### src/rtl/interrupt_controller.sv
// Interrupt front end for the status counter: latches rising-edge requests, applies
// mask, global enable and fixed priority, grants on IF0 and presents the vector during IT0..IT2.
module interrupt_controller #(
  parameter int unsigned       N_IRQ      = 4,
  parameter int unsigned       ADDR_W     = 8,
  parameter logic [ADDR_W-1:0] VEC_BASE   = 8'hF0,
  parameter int unsigned       VEC_STRIDE = 2
) (
  input  logic              clk,
  input  logic              reset,
  input  logic [N_IRQ-1:0]  IRQ,
  input  logic              IF0,
  input  logic              IT0,
  input  logic              IT2,
  input  logic              IE_SET,
  input  logic              IE_CLR,
  input  logic              MASK_WE,
  input  logic [N_IRQ-1:0]  MASK_WD,
  output logic              ITA,
  output logic [ADDR_W-1:0] VECTOR,
  output logic              VEC_VALID,
  output logic [N_IRQ-1:0]  PEND,
  output logic              IE,
  output logic              SPURIOUS
);

  localparam int unsigned       ID_W        = $clog2(N_IRQ + 1);
  localparam logic [ADDR_W-1:0] VEC_DEFAULT = VEC_BASE + ADDR_W'(VEC_STRIDE * N_IRQ);

  typedef enum logic {
    IDLE  = 1'b0,
    SERVE = 1'b1
  } state_e;

  state_e            state_q, state_d;
  logic [N_IRQ-1:0]  irq_q;
  logic [N_IRQ-1:0]  pend_q, pend_d;
  logic [N_IRQ-1:0]  mask_q, mask_d;
  logic              ie_q, ie_d;
  logic [ADDR_W-1:0] vector_q, vector_d;
  logic              vec_valid_q, vec_valid_d;
  logic              spurious_q, spurious_d;

  logic [N_IRQ-1:0]  rise_c, req_c, clr_c;
  logic [ID_W-1:0]   win_id_c;
  logic              ita_c, grant_c, spur_c;

  assign rise_c = IRQ & ~irq_q;
  assign req_c  = pend_q & mask_q;

  // Fixed priority: lowest pending, unmasked index wins.
  always_comb begin
    win_id_c = '0;
    for (int i = int'(N_IRQ) - 1; i >= 0; i--) begin
      if (req_c[i]) win_id_c = ID_W'(i);
    end
  end

  // State register
  always_ff @(posedge clk) begin
    if (reset) state_q <= IDLE;
    else       state_q <= state_d;
  end

  // Next-state logic
  always_comb begin
    state_d = state_q;
    case (state_q)
      IDLE:    if (grant_c || spur_c) state_d = SERVE;
      SERVE:   if (IT2) state_d = IDLE;
      default: state_d = IDLE;
    endcase
  end

  // Output / datapath-next logic
  always_comb begin
    ita_c       = IF0 & ie_q & (|req_c) & (state_q == IDLE);
    grant_c     = ita_c;
    spur_c      = IT0 & (state_q == IDLE) & ~grant_c;
    clr_c       = grant_c ? (N_IRQ'(1) << win_id_c) : '0;
    pend_d      = (pend_q & ~clr_c) | rise_c;
    mask_d      = MASK_WE ? MASK_WD : mask_q;
    vector_d    = vector_q;
    vec_valid_d = vec_valid_q;
    spurious_d  = 1'b0;
    ie_d        = ie_q;
    // Auto-clear at grant beats both software controls.
    if (grant_c)     ie_d = 1'b0;
    else if (IE_CLR) ie_d = 1'b0;
    else if (IE_SET) ie_d = 1'b1;
    if (grant_c) begin
      vector_d    = VEC_BASE + ADDR_W'(VEC_STRIDE * 32'(win_id_c));
      vec_valid_d = 1'b1;
    end else if (spur_c) begin
      vector_d    = VEC_DEFAULT;
      vec_valid_d = 1'b1;
      spurious_d  = 1'b1;
    end else if ((state_q == SERVE) && IT2) begin
      vec_valid_d = 1'b0;
    end
  end

  // Datapath registers
  always_ff @(posedge clk) begin
    if (reset) begin
      irq_q       <= '0;
      pend_q      <= '0;
      mask_q      <= '1;
      ie_q        <= 1'b0;
      vector_q    <= '0;
      vec_valid_q <= 1'b0;
      spurious_q  <= 1'b0;
    end else begin
      irq_q       <= IRQ;
      pend_q      <= pend_d;
      mask_q      <= mask_d;
      ie_q        <= ie_d;
      vector_q    <= vector_d;
      vec_valid_q <= vec_valid_d;
      spurious_q  <= spurious_d;
    end
  end

  assign ITA       = ita_c;
  assign VECTOR    = vector_q;
  assign VEC_VALID = vec_valid_q;
  assign PEND      = pend_q;
  assign IE        = ie_q;
  assign SPURIOUS  = spurious_q;

endmodule

### config.mk
export PLATFORM = sky130hd
export DESIGN_NAME = interrupt_controller
export DESIGN_NICKNAME = d
export VERILOG_FILES = /design/src/rtl/interrupt_controller.sv
export SDC_FILE = /design/constraint.sdc
export NUM_CORES = 1
export LEC_CHECK = 0
export BUFFER_PORTS_ARGS = -buffer_cell sky130_fd_sc_hd__buf_2
export CORE_MARGIN = 2
export CORE_UTILIZATION = 45
export CTS_CLUSTER_DIAMETER = 60
export CTS_CLUSTER_SIZE = 40
export DETAILED_ROUTE_END_ITERATION = 12
export PLACE_DENSITY = 0.74
export RECOVER_POWER = 50
export SLEW_MARGIN = 20
export SYNTH_ARGS = -nofsm -noshare
export SYNTH_HDL_FRONTEND = slang
export SYNTH_SLANG_ARGS = --single-unit
### constraint.sdc
create_clock -name clk -period 1.88 [get_ports clk]
set_input_delay 0.094 -clock clk [delete_from_list [all_inputs] [get_ports clk]]
set_output_delay 0.094 -clock clk [all_outputs]
set_load 0.01 [all_outputs]
==> impl_metrics.json <==
{
  "status": "completed",
  "start_util": 0.475,
  "grt-busiest-layer": "met2",
  "relSlewSlack": 0.602,
  "use_met1": 0.222,
  "die_y_um": 46.7,
  "drive_above_1_share": 0.259,
  "num_vias": 683,
  "arrival_ns": 1.24,
  "endpoint_kind": "output pin",
  "p_comb_frac": 0.135,
  "power.total_w": 0.000959,
  "rsz0062_at_grt": "no",
  "die_w_um": 46.7,
  "critPathLaunchType": "flip-flop",
  "clk_path_buf_depth": 2,
  "crit_fanout": 6,
  "peakVddDrop_mv": 0.464,
  "power_frac_clock": 0.364,
  "syn_inst": 86,
  "worst-slew-pin-transition_ns": 0.597,
  "synth_area_leaders": "dfxtp_1, nor2b_1, nand2_1, mux2i_1, a21oi_1",
  "hpwlAfterDp_mm": 1.21,
  "io_buffers": 30,
  "fin_setup_tns_ns": 0,
  "cts.sink_count": 20,
  "grt_max_degree": 15,
  "synth_area_um2": 820,
  "drc": 0,
  "syn-num-nets": 102,
  "min_path_type": "input port to flip-flop",
  "ys_warn_count": 0,
  "ant_nets": 0,
  "diodes": 0,
  "cts_tree": "yes",
  "final.setup_skew_ns": 0.00674,
  "p_sw_w": 0.000230,
  "p_int_w": 0.000730,
  "period_share": 0.711,
  "maxCapViolations": 0,
  "grt.total_usage": 0.169,
  "hold_viol": 0,
  "path_cells": "a22oi_2 -> a21oi_4 -> buf_2",
  "ys_seq_elements": 20,
  "worstSkewPairLatency_ns": 0.30,
  "pwr-share-seq": 0.501,
  "rows": 15,
  "syn_area_per_cell_um2": 9.53,
  "grtUsageMet2": 0.269,
  "synth_top_cell_by_area": "dfxtp_1",
  "syn2layout_area_growth_pct": 24.9,
  "pin_count": 32,
  "max_stage_delay_ns": 0.44,
  "critPathSlowestCell": "dfxtp_1",
  "met3_usage": 0.0235,
  "antenna_found_initial": 0,
  "vias_per_cell": 4.84,
  "synth_seq_area_share": 0.489,
  "h-tree-depth": 1,
  "cp_num_buf_inv": 1,
  "cellPowerDensity_nw_per_um2": 937,
  "grt-ovfl-total": 0,
  "synth_top_area_share": 0.489,
  "place_inst": 135,
  "n_fill_cell": 160,
  "swShare": 0.239,
  "ys_types": 24,
  "die-area_um2": 2180,
  "critPathKind": "flip-flop to output pin",
  "nNetsFinal": 133,
  "drt_pre_antenna_iters": 4,
  "wl_per_cell_um": 11.7,
  "coreArea_um2": 1730,
  "postCtsSetupBuffers": 0,
  "grt_pass1_wl_mm": 2.58,
  "cts.repair.resized": 0,
  "finalSetupViolations": 0,
  "mostFrequentLayoutCells": "dfxtp_1, buf_2, nand2_1, clkbuf_1",
  "period_minus_slack_ns": 1.34,
  "drv_slew": 0,
  "drtIter0Drc": 12,
  "place_congestion": 0.739,
  "fmax_mhz": 748,
  "cp_top_family": "flip-flops",
  "p_leak_nw": 0.465,
  "clkTransAtPathRegs_ns": 0.12,
  "grt_pass1_vias": 614,
  "postCtsHoldBufs": 2,
  "numCtsBuffers": 3,
  "cp.required_ns": 1.79,
  "wl_mm": 1.64,
  "cts_root_buf": "clkbuf_4",
  "instances_no_fill": 141
}
==> logic make-up after synthesis <==
logic type             synth area share
AND/OR/NAND/NOR                   0.226
flip-flops                        0.489
AO/OA/AOI/OAI                     0.168
buffers and inverters            0.0641
multiplexers                     0.0489
other                           0.00458
==> worst register-to-register path, cell delays in order, from the launching register on <==
cell and delay [ns]:
dfxtp_1 0.38, a22o_2 0.29, nor2_2 0.09, nand3_1 0.08, a32o_1 0.26
==> registers in the layout (all words and copies together), names as in the netlist <==
| register | count |
|---|---|
| IE | 1 |
| VECTOR | 4 |
| irq_q | 4 |
| VEC_VALID | 1 |
| mask_q | 4 |
| PEND | 4 |
| SPURIOUS | 1 |
| state_q | 1 |
==> synthesized netlist by cell type <==
cell type,n
nor2_2,1
buf_4,4
a32o_1,3
nand2_1,11
nand3b_4,1
nor2b_1,7
conb_1,1
nand2b_1,2
a311oi_1,1
a22oi_2,2
a21oi_1,6
a41o_1,1
mux2i_1,4
nor4_1,1
dfxtp_1,20
a21oi_4,1
nand3_1,3
a22o_2,1
and3b_1,1
nor3_1,1
inv_1,4
nor2_1,7
clkbuf_1,2
a211oi_1,1
==> path summary, 6_finish.rpt <==
path / cells past startpoint / end / slack [ns] / start
worst max register to register: 4 / PEND[3] / 0.69 / PEND[1]
worst min register to register: 2 / VEC_VALID / 0.46 / VEC_VALID
worst min-delay path: 3 / mask_q[0] / 0.00005 / MASK_WD[0]
worst max-delay path: 3 / ITA / 0.54 / PEND[1]
==> final cells by class <==
type / count / area, µm² / area share
repair buffers: 32 / 158 / 0.154
clock inverters: 1 / 30.0 / 0.0293
multi-input cells: 56 / 367 / 0.358
clock buffers: 3 / 22.5 / 0.0220
inverters: 4 / 15.0 / 0.0147
flip-flops and latches: 20 / 400 / 0.391
well taps: 25 / 31.3 / 0.0306
==> power groups by stage <==
stage | Clock [W] | Combinational (W) | Sequential [W]
CTS | 0.000355 | 0.000134 | 0.000479
global route | 0.000369 | 0.000146 | 0.000484
floorplan | 0 | 0.0000823 | 0.000492
detailed placement | 0 | 0.000130 | 0.000489
global placement | 0 | 0.000129 | 0.000486
finish | 0.000349 | 0.000130 | 0.000480
==> stage by stage <==
step	worst slack [ns]	hold WS (ns)	util	area [µm²]
floorplan	0.725	0.166	-	820
global placement	0.727	0.267	0.558	963
detailed placement	0.710	0.269	0.558	963
CTS	0.547	0.00107	0.600	1040
global route	0.475	0.00675	0.593	1020
finish	0.543	0.0000515	0.593	1020
==> metal layers <==
metal / share of wire / up-vias
met5: 0 / -
met4: 0.013 / 0
met3: 0.035 / 4
met2: 0.47 / 19
met1: 0.48 / 311
li1: - / 349
Note: power is estimated with default switching activity, not from simulation.
